[config.mk]
export PLATFORM = sky130hd
export DESIGN_NAME = dmem_arbiter_flat
export DESIGN_NICKNAME = d
export VERILOG_FILES = /design/src/rtl/dmem_arb_pkg.sv /design/src/rtl/dmem_arb_if.sv /design/src/rtl/dmem_arb_pick.sv /design/src/rtl/dmem_arbiter.sv /design/src/flat_wrapper.sv
export SDC_FILE = /design/constraint.sdc
export NUM_CORES = 1
export LEC_CHECK = 0
export ABC_AREA = 0
export BUFFER_PORTS_ARGS = -buffer_cell sky130_fd_sc_hd__buf_2
export CELL_PAD_IN_SITES_DETAIL_PLACEMENT = 0
export CELL_PAD_IN_SITES_GLOBAL_PLACEMENT = 2
export CORE_MARGIN = 4
export CORE_UTILIZATION = 11
export DETAILED_ROUTE_END_ITERATION = 6
export HOLD_SLACK_MARGIN = 0.03
export PLACE_DENSITY_LB_ADDON = 0.25
export SKIP_CTS_REPAIR_TIMING = 1
export SLEW_MARGIN = 10
export SYNTH_ARGS = -nofsm -noshare
export SYNTH_HDL_FRONTEND = slang
export SYNTH_SLANG_ARGS = --single-unit
[constraint.sdc]
create_clock -name HCLK -period 1.5 [get_ports HCLK]
set_input_delay 0.075 -clock HCLK [delete_from_list [all_inputs] [get_ports HCLK]]
set_output_delay 0.075 -clock HCLK [all_outputs]
set_load 0.02 [all_outputs]
[src/rtl/dmem_arb_pkg.sv]
// Shared types and helpers for the data-RAM arbiter: port ids, word size, byte-enable expansion.
package dmem_arb_pkg;

  typedef logic [0:0] port_id_t;

  localparam port_id_t PORT_CORE = 1'b0;
  localparam port_id_t PORT_DBG  = 1'b1;

  localparam int WORD_BYTES = 4;

  function automatic logic [31:0] be2mask(input logic [3:0] be);
    logic [31:0] mask;
    mask = '0;
    for (int k = 0; k < WORD_BYTES; k++) begin
      mask[8*k +: 8] = {8{be[k]}};
    end
    return mask;
  endfunction

endpackage

[src/rtl/dmem_arb_if.sv]
// Bundle of both requester ports plus the single-port RAM side of the data-RAM arbiter.
interface dmem_arb_if #(
  parameter int ADDR_W = 13
);
  logic              req0, req1;
  logic              gnt0, gnt1;
  logic [31:0]       addr0, addr1;
  logic              we0, we1;
  logic [3:0]        be0, be1;
  logic [31:0]       wdata0, wdata1;
  logic              rvalid0, rvalid1;
  logic [31:0]       rdata0, rdata1;
  logic              err0, err1;
  logic              ram_cs;
  logic              ram_we;
  logic [ADDR_W-1:0] ram_addr;
  logic [31:0]       ram_wmask;
  logic [31:0]       ram_wdata;
  logic [31:0]       ram_rdata;

  modport slave (
    input  req0, req1, addr0, addr1, we0, we1, be0, be1, wdata0, wdata1, ram_rdata,
    output gnt0, gnt1, rvalid0, rvalid1, rdata0, rdata1, err0, err1,
           ram_cs, ram_we, ram_addr, ram_wmask, ram_wdata
  );

  modport master (
    output req0, req1, addr0, addr1, we0, we1, be0, be1, wdata0, wdata1, ram_rdata,
    input  gnt0, gnt1, rvalid0, rvalid1, rdata0, rdata1, err0, err1,
           ram_cs, ram_we, ram_addr, ram_wmask, ram_wdata
  );

endinterface

[src/rtl/dmem_arb_pick.sv]
// Combinational two-way grant pick; DMEM_ARB_RR_EN selects round-robin (last_winner flop),
// otherwise port 0 has fixed priority. Grants are suppressed while reset is asserted.
module dmem_arb_pick
  import dmem_arb_pkg::*;
(
  input  logic     clk,
  input  logic     rst_n,
  input  logic     req0,
  input  logic     req1,
  output logic     gnt0,
  output logic     gnt1,
  output logic     vld,
  output port_id_t win
);

  port_id_t conflict_win;

`ifdef DMEM_ARB_RR_EN
  port_id_t last_winner;

  always_ff @(posedge clk or negedge rst_n) begin
    if (!rst_n) begin
      last_winner <= PORT_DBG;
    end else if (vld) begin
      last_winner <= win;
    end
  end

  assign conflict_win = ~last_winner;
`else
  logic unused_clk;
  assign unused_clk   = clk;
  assign conflict_win = PORT_CORE;
`endif

  always_comb begin
    win = PORT_CORE;
    if (req0 && req1) begin
      win = conflict_win;
    end else if (req1) begin
      win = PORT_DBG;
    end
  end

  // rst_n gating keeps an in-flight request from being granted during reset
  assign vld  = rst_n && (req0 || req1);
  assign gnt0 = vld && (win == PORT_CORE);
  assign gnt1 = vld && (win == PORT_DBG);

endmodule

[src/rtl/dmem_arbiter.sv]
// Shares the single-port data RAM between core (port 0) and debug/loader (port 1); 0-cycle grant,
// response 1 cycle later; loser simply sees gnt low and holds. DMEM_ARB_RR_EN enables round-robin.
module dmem_arbiter
  import dmem_arb_pkg::*;
#(
  parameter logic [31:0] BASE_ADDR = 32'h0010_0000,
  parameter int          ADDR_W    = 13
) (
  input  logic      HCLK,
  input  logic      HRESETn,
  dmem_arb_if.slave bus
);

  logic        gnt0, gnt1, vld;
  port_id_t    win;
  logic [31:0] sel_addr, sel_wdata;
  logic [3:0]  sel_be;
  logic        sel_we;
  logic        in_win;

  logic        rsp_vld, rsp_err, rsp_we;
  port_id_t    rsp_id;
  logic [31:0] rsp_rdata;

  dmem_arb_pick u_pick (
    .clk   (HCLK),
    .rst_n (HRESETn),
    .req0  (bus.req0),
    .req1  (bus.req1),
    .gnt0  (gnt0),
    .gnt1  (gnt1),
    .vld   (vld),
    .win   (win)
  );

  assign bus.gnt0 = gnt0;
  assign bus.gnt1 = gnt1;

  assign sel_addr  = (win == PORT_DBG) ? bus.addr1  : bus.addr0;
  assign sel_wdata = (win == PORT_DBG) ? bus.wdata1 : bus.wdata0;
  assign sel_be    = (win == PORT_DBG) ? bus.be1    : bus.be0;
  assign sel_we    = (win == PORT_DBG) ? bus.we1    : bus.we0;

  assign in_win = (sel_addr[31:ADDR_W+2] == BASE_ADDR[31:ADDR_W+2]);

  // Byte offset is irrelevant to a word-wide RAM
  logic unused_addr_bits;
  assign unused_addr_bits = ^sel_addr[1:0];

  always_comb begin
    bus.ram_cs    = 1'b0;
    bus.ram_we    = 1'b0;
    bus.ram_addr  = '0;
    bus.ram_wmask = '0;
    bus.ram_wdata = '0;
    if (vld && in_win) begin
      bus.ram_cs    = 1'b1;
      bus.ram_we    = sel_we;
      bus.ram_addr  = sel_addr[ADDR_W+1:2];
      bus.ram_wmask = be2mask(sel_be);
      bus.ram_wdata = sel_wdata;
    end
  end

  always_ff @(posedge HCLK or negedge HRESETn) begin
    if (!HRESETn) begin
      rsp_vld <= 1'b0;
      rsp_id  <= PORT_CORE;
      rsp_err <= 1'b0;
      rsp_we  <= 1'b0;
    end else begin
      rsp_vld <= vld;
      rsp_id  <= win;
      rsp_err <= vld && !in_win;
      rsp_we  <= vld && sel_we;
    end
  end

  assign rsp_rdata = (rsp_vld && !rsp_we && !rsp_err) ? bus.ram_rdata : '0;

  assign bus.rvalid0 = rsp_vld && (rsp_id == PORT_CORE);
  assign bus.rvalid1 = rsp_vld && (rsp_id == PORT_DBG);
  assign bus.err0    = rsp_vld && rsp_err && (rsp_id == PORT_CORE);
  assign bus.err1    = rsp_vld && rsp_err && (rsp_id == PORT_DBG);
  assign bus.rdata0  = (rsp_id == PORT_CORE) ? rsp_rdata : '0;
  assign bus.rdata1  = (rsp_id == PORT_DBG)  ? rsp_rdata : '0;

endmodule

[src/flat_wrapper.sv]
// flat-port wrapper written by rule: the top's interface ports become plain ports
module dmem_arbiter_flat import dmem_arb_pkg::*;
#(
  parameter logic [31:0] BASE_ADDR = 32'h0010_0000,
  parameter int          ADDR_W    = 13
)
  (HCLK, HRESETn, bus_req0, bus_req1, bus_addr0, bus_addr1, bus_we0, bus_we1, bus_be0, bus_be1, bus_wdata0, bus_wdata1, bus_ram_rdata, bus_gnt0, bus_gnt1, bus_rvalid0, bus_rvalid1, bus_rdata0, bus_rdata1, bus_err0, bus_err1, bus_ram_cs, bus_ram_we, bus_ram_addr, bus_ram_wmask, bus_ram_wdata);
  dmem_arb_if #(.ADDR_W(ADDR_W)) bus_i ();
  input  logic HCLK;
  input  logic HRESETn;
  input wire logic [$bits(bus_i.req0)-1:0] bus_req0;
  input wire logic [$bits(bus_i.req1)-1:0] bus_req1;
  input wire logic [$bits(bus_i.addr0)-1:0] bus_addr0;
  input wire logic [$bits(bus_i.addr1)-1:0] bus_addr1;
  input wire logic [$bits(bus_i.we0)-1:0] bus_we0;
  input wire logic [$bits(bus_i.we1)-1:0] bus_we1;
  input wire logic [$bits(bus_i.be0)-1:0] bus_be0;
  input wire logic [$bits(bus_i.be1)-1:0] bus_be1;
  input wire logic [$bits(bus_i.wdata0)-1:0] bus_wdata0;
  input wire logic [$bits(bus_i.wdata1)-1:0] bus_wdata1;
  input wire logic [$bits(bus_i.ram_rdata)-1:0] bus_ram_rdata;
  output wire logic [$bits(bus_i.gnt0)-1:0] bus_gnt0;
  output wire logic [$bits(bus_i.gnt1)-1:0] bus_gnt1;
  output wire logic [$bits(bus_i.rvalid0)-1:0] bus_rvalid0;
  output wire logic [$bits(bus_i.rvalid1)-1:0] bus_rvalid1;
  output wire logic [$bits(bus_i.rdata0)-1:0] bus_rdata0;
  output wire logic [$bits(bus_i.rdata1)-1:0] bus_rdata1;
  output wire logic [$bits(bus_i.err0)-1:0] bus_err0;
  output wire logic [$bits(bus_i.err1)-1:0] bus_err1;
  output wire logic [$bits(bus_i.ram_cs)-1:0] bus_ram_cs;
  output wire logic [$bits(bus_i.ram_we)-1:0] bus_ram_we;
  output wire logic [$bits(bus_i.ram_addr)-1:0] bus_ram_addr;
  output wire logic [$bits(bus_i.ram_wmask)-1:0] bus_ram_wmask;
  output wire logic [$bits(bus_i.ram_wdata)-1:0] bus_ram_wdata;
  assign bus_i.req0 = bus_req0;
  assign bus_i.req1 = bus_req1;
  assign bus_i.addr0 = bus_addr0;
  assign bus_i.addr1 = bus_addr1;
  assign bus_i.we0 = bus_we0;
  assign bus_i.we1 = bus_we1;
  assign bus_i.be0 = bus_be0;
  assign bus_i.be1 = bus_be1;
  assign bus_i.wdata0 = bus_wdata0;
  assign bus_i.wdata1 = bus_wdata1;
  assign bus_i.ram_rdata = bus_ram_rdata;
  assign bus_gnt0 = bus_i.gnt0;
  assign bus_gnt1 = bus_i.gnt1;
  assign bus_rvalid0 = bus_i.rvalid0;
  assign bus_rvalid1 = bus_i.rvalid1;
  assign bus_rdata0 = bus_i.rdata0;
  assign bus_rdata1 = bus_i.rdata1;
  assign bus_err0 = bus_i.err0;
  assign bus_err1 = bus_i.err1;
  assign bus_ram_cs = bus_i.ram_cs;
  assign bus_ram_we = bus_i.ram_we;
  assign bus_ram_addr = bus_i.ram_addr;
  assign bus_ram_wmask = bus_i.ram_wmask;
  assign bus_ram_wdata = bus_i.ram_wdata;
  dmem_arbiter #(.BASE_ADDR(BASE_ADDR), .ADDR_W(ADDR_W)) u_core (.HCLK(HCLK), .HRESETn(HRESETn), .bus(bus_i));
endmodule
## Word level (Yosys, flattened, before mapping)

Cells that the tools add are included.

| operators by class | value |
|---|---|
| equality and inequality tests | 1 |
| muxes and demuxes | 14 |
| bitwise logic cells | 2 |
| reduce and logical (&&, ||, !) cells | 18 |

Operator list:

| kind | count |
|---|---|
| $mux W32 | 7 |
| $eq A17 B6 Y1 const B | 1 |
| $logic_and A1 B1 Y1 | 14 |
| $mux W13 | 1 |
| $mux W1 | 5 |
| $mux W4 | 1 |
| $logic_not A1 Y1 | 3 |
| $not A1 Y1 | 2 |
| $logic_or A1 B1 Y1 | 1 |

| word-level totals | value |
|---|---|
| register bits after elaboration | 4 |
| input port bits | 174 |
| word-level logic and storage cells | 39 |

## Longest topological paths before layout

| depth | value |
|---|---|
| depth in word-level cells | 6 |
| depth in mapped cells | 9 |
| mapped depth without buffers | 5 |

## Hierarchy

From an unflattened synthesis, not the netlist that was laid out.

| unflattened totals | value |
|---|---|
| cells, all modules | 245 |
| area total of the unflattened synthesis | 1918.1 µm² |

By module, submodules not included:

| module | times used | cells each | area an instance (µm²) | sequential area each (µm²) |
|---|---|---|---|---|
| dmem_arbiter | 1 | 241 | 1888.1 | 100.1 |
| dmem_arb_pick | 1 | 4 | 30.0 | 0.0 |

## Worst setup path after synthesis

Ideal clock, no wire load.

| timing | value |
|---|---|
| path kind | input-to-output |
| start point | input port bus_req0 |
| end point | output port bus_ram_wmask[10] |
| data arrival time | 1724 ps |
| required time | 1425 ps |
| path slack | -299 ps |
| stages | 9 |
| buffers on the path | 4 |
| cell sequence | nand2b_4 -> buf_6 -> clkinv_2 -> nand4_1 -> a22o_1 -> buf_6 -> buf_6 -> nor3_2 -> buf_4 |

| on the way | value |
|---|---|
| word-level cells in the longest chain between the ends | 6 |

Ends and longest elaborated chain:

| item | RTL line | RTL |
|---|---|---|
| from (decl) | flat_wrapper.sv:11 | `input wire logic [$bits(bus_i.req0)-1:0] bus_req0;` |
| $logic_and A1 B1 Y1 (*) | dmem_arb_pick.sv:38 | `if (req0 && req1) begin` |
| $mux W1 (*) | dmem_arb_pick.sv:38 |  |
| named net u_core.u_pick.win | dmem_arb_pick.sv:13 | `output port_id_t win` |
| $mux W32 | dmem_arbiter.sv:39 | `assign sel_addr = (win == PORT_DBG) ? bus.addr1 : bus.addr0;` |
| $eq A17 B6 Y1 | dmem_arbiter.sv:44 | `assign in_win = (sel_addr[31:ADDR_W+2] == BASE_ADDR[31:ADDR_W+2]);` |
| $logic_and A1 B1 Y1 | dmem_arbiter.sv:56 | `if (vld && in_win) begin` |
| $mux W32 (*) | dmem_arbiter.sv:56 |  |
| to (decl) | flat_wrapper.sv:33 | `output wire logic [$bits(bus_i.ram_wmask)-1:0] bus_ram_wmask;` |

The timed path passes the listed nets; every way through them passes the cells marked *.

## Worst setup path in the final report

| timing | value |
|---|---|
| start point | input port bus_addr0[30] |
| end point | output port bus_ram_wmask[31] |

| on the way | value |
|---|---|
| word-level cells in the longest chain between the ends | 4 |

Ends and longest elaborated chain:

| item | RTL line | RTL |
|---|---|---|
| from (decl) | flat_wrapper.sv:13 | `input wire logic [$bits(bus_i.addr0)-1:0] bus_addr0;` |
| $mux W32 | dmem_arbiter.sv:39 |  |
| $eq A17 B6 Y1 | dmem_arbiter.sv:44 |  |
| $logic_and A1 B1 Y1 | dmem_arbiter.sv:56 |  |
| $mux W32 | dmem_arbiter.sv:56 |  |

Every way passes these cells.

==> impl_metrics.toml <==
[run_status]
status = "finished with violations"
violations = "setup timing"

[logic_synthesis]
async_reset_ff_share_pct = 100
synth-edff-count = 0
synthCells = 250
syn_area_sq_mm = 0.00204
ys_top_cells_by_area = "mux2i_1, nor3_2, and2_1, buf_4, dfrtp_1"
yosysWarnings = 0
synth_top_flop_cell = "dfrtp_1"
synth.yosys.seq_area_share_pct = 4.91
yosysTopAreaCell = "mux2i_1"
avgSynthCellArea_sq_um = 8.15
synth_cell_types = 24
yosys.area.top_type_share_pct = 24.1
syn_nets = 424
ys_seq_elements = 4

[detailed_routing]
routedWlPerCell_um = 15.9
num_vias = 3052
ant_nets = 0
detail_route.first_pass.iterations = 4
viasPerCell = 3.81
drtIter0Drc = 47
wirelength_um = 12800
drc_errors = 0

[grt]
grt_pass1_vias = 2862
grt_pass1_wl_um = 14800
grt_max_degree = 33
grt_usage_pct = 9.06
gr-total-overflow = 0
antenna_found_initial = 1

[critical_path]
path_common_cell = "buf_12"
worstPathRequired_ns = 1.42
critPathLaunchType = "input port"
cp.arrival_ns = 1.71
crit_fanout = 7
end_kind = "output pin"
crit_slowest_cell = "a22o_4"
crit_path_max_incr_delay_ns = 0.30
critical_path_class = "in -> out"
crit_chain = "buf_6 -> nor4_4 -> nand4_1 -> buf_4 -> a22o_4 -> buf_12 -> nor3_4 -> buf_12 -> buf_8"

[sta]
maxSlewViolCount = 0
slew_headroom_pct = 80.4
fin_tns_setup_ns = -20.67
final-setup-viol-count = 143
fin_crit_ns = 1.79
setup_slack_ns = -0.288
finalHoldViolCount = 0
tightest_slew_ns = 0.286
min_period_over_period_pct = 119
grt_setup_unrepaired = "yes"
max_freq_mhz = 559

[die]
num_rows = 49
die_area_sq_mm = 0.0208
die_y_um = 144
die_x_um = 144
start_util_pct = 11.3
io_pins = 323
core_sq_mm = 0.0181

[final_layout]
fin_util_pct = 29.8
syn2layout_area_growth_pct = 165
final_nets = 747
fin_area_sq_mm = 0.00540
instances_no_fill = 801
drive_gt1_share_pct = 86.9

[power]
ir_drop_uv = 267
p_leak_uw = 0.00288
powerDensity_mw_per_mm2 = 268

[min_path]
worstHoldPathType = "in -> reg"

[place]
place_area_sq_mm = 0.00387
port_buffers = 318
dp_cells = 768
routabilityCongestion = 0.743
pre_cts_slack_ns = -0.287
hpwl_um = 9710

[flow_run]
maxCapViolations = 0

[clock_network]
clock-sinks = 4
numCtsBuffers = 3
cts_tree = "yes"
cts_root_buf = "clkbuf_16"
clockBufferDepth = 2
clkTransAtPathRegs_ns = 0.03
htreeDepth = 1
[state kept, by name, indices dropped and copies added (netlist names)]
signal	count
u_core.rsp_err	1
u_core.rsp_id	1
u_core.rsp_vld	1
u_core.rsp_we	1
[stage by stage]
stage	power (uW)	hold slack (ns)
final	1450	0.123
after CTS	1240	-0.202
after floorplan	443	-0.221
after global placement	821	0.0225
after detailed placement	822	0.0314
after global routing	1530	0.164
[cells by family (layout without fill, tap and decap cells)]
group | after synthesis | after routing | share of synthesized area [%]
compound gates | 3 | 3 | 0.921
buf+inv | 53 | 374 | 17.9
flops | 4 | 4 | 4.91
mux | 49 | 49 | 24.1
other cells | 0 | 1 | 0
simple gates | 141 | 141 | 52.2
[worst max-delay path: cells and delay by family]
family / cells / cell delay (ns)
and+or+nand+nor: 3 / 0.63
AOI/OAI and AO/OA: 1 / 0.30
buffers and inverters: 5 / 0.70
[synth_stat cells, drive strengths merged (2+ instances only)]
| cell type | number |
|---|---|
| nor3 | 51 |
| nor4b | 2 |
| dfrtp | 4 |
| nand3 | 2 |
| nand4 | 2 |
| buf | 40 |
| mux2i | 49 |
| and2 | 69 |
| nor3b | 2 |
| clkbuf | 11 |
| nor2b | 2 |
| nor4 | 4 |
| nor2 | 3 |
| nand2 | 2 |
[final timing paths]
kind                               start                end  cells past startpoint
max in group asynchronous        HRESETn      u_core.rsp_we                      3
setup / recovery           bus_addr0[30]  bus_ram_wmask[31]                      9
min in group asynchronous        HRESETn     u_core.rsp_err                      3
hold / removal                   bus_we1      u_core.rsp_we                      3
[metal layers]
metal	up-vias	global-route usage, %	wire, um
met3	0	2.28	1320
met1	1373	8.86	4130
li1	1478	-	-
met4	0	1.14	0
met5	-	0	0
met2	201	19.2	7300
[layout by cell type (no fill, tap or decap), types with 3 or more instances in the layout]
cell	n
nor3_4	19
clkbuf_16	6
nor3_2	30
mux2i_1	47
buf_12	11
nor2_1	3
buf_6	108
buf_2	182
and2_1	6
buf_4	56
and2_4	63
buf_8	8
dfrtp_1	4
[final cells by class]
type / count / area, sq um
clock buffers: 3 / 75.1
diodes: 1 / 2.50
fillers: 1891 / 12700
well taps: 229 / 287
multi-input cells: 193 / 1950
inverters: 2 / 12.5
repair buffers: 369 / 2970
flip-flops and latches: 4 / 100
[power breakdown]
| part | switching [uW] | leakage [uW] | internal, uW |
|---|---|---|---|
| logic | 428 | 0.00279 | 484 |
| clock network | 72.4 | 0.0000370 | 340 |
| registers | 8.00 | 0.0000507 | 115 |
| total | 508 | 0.00288 | 940 |
(Power assumes the default switching activity.)
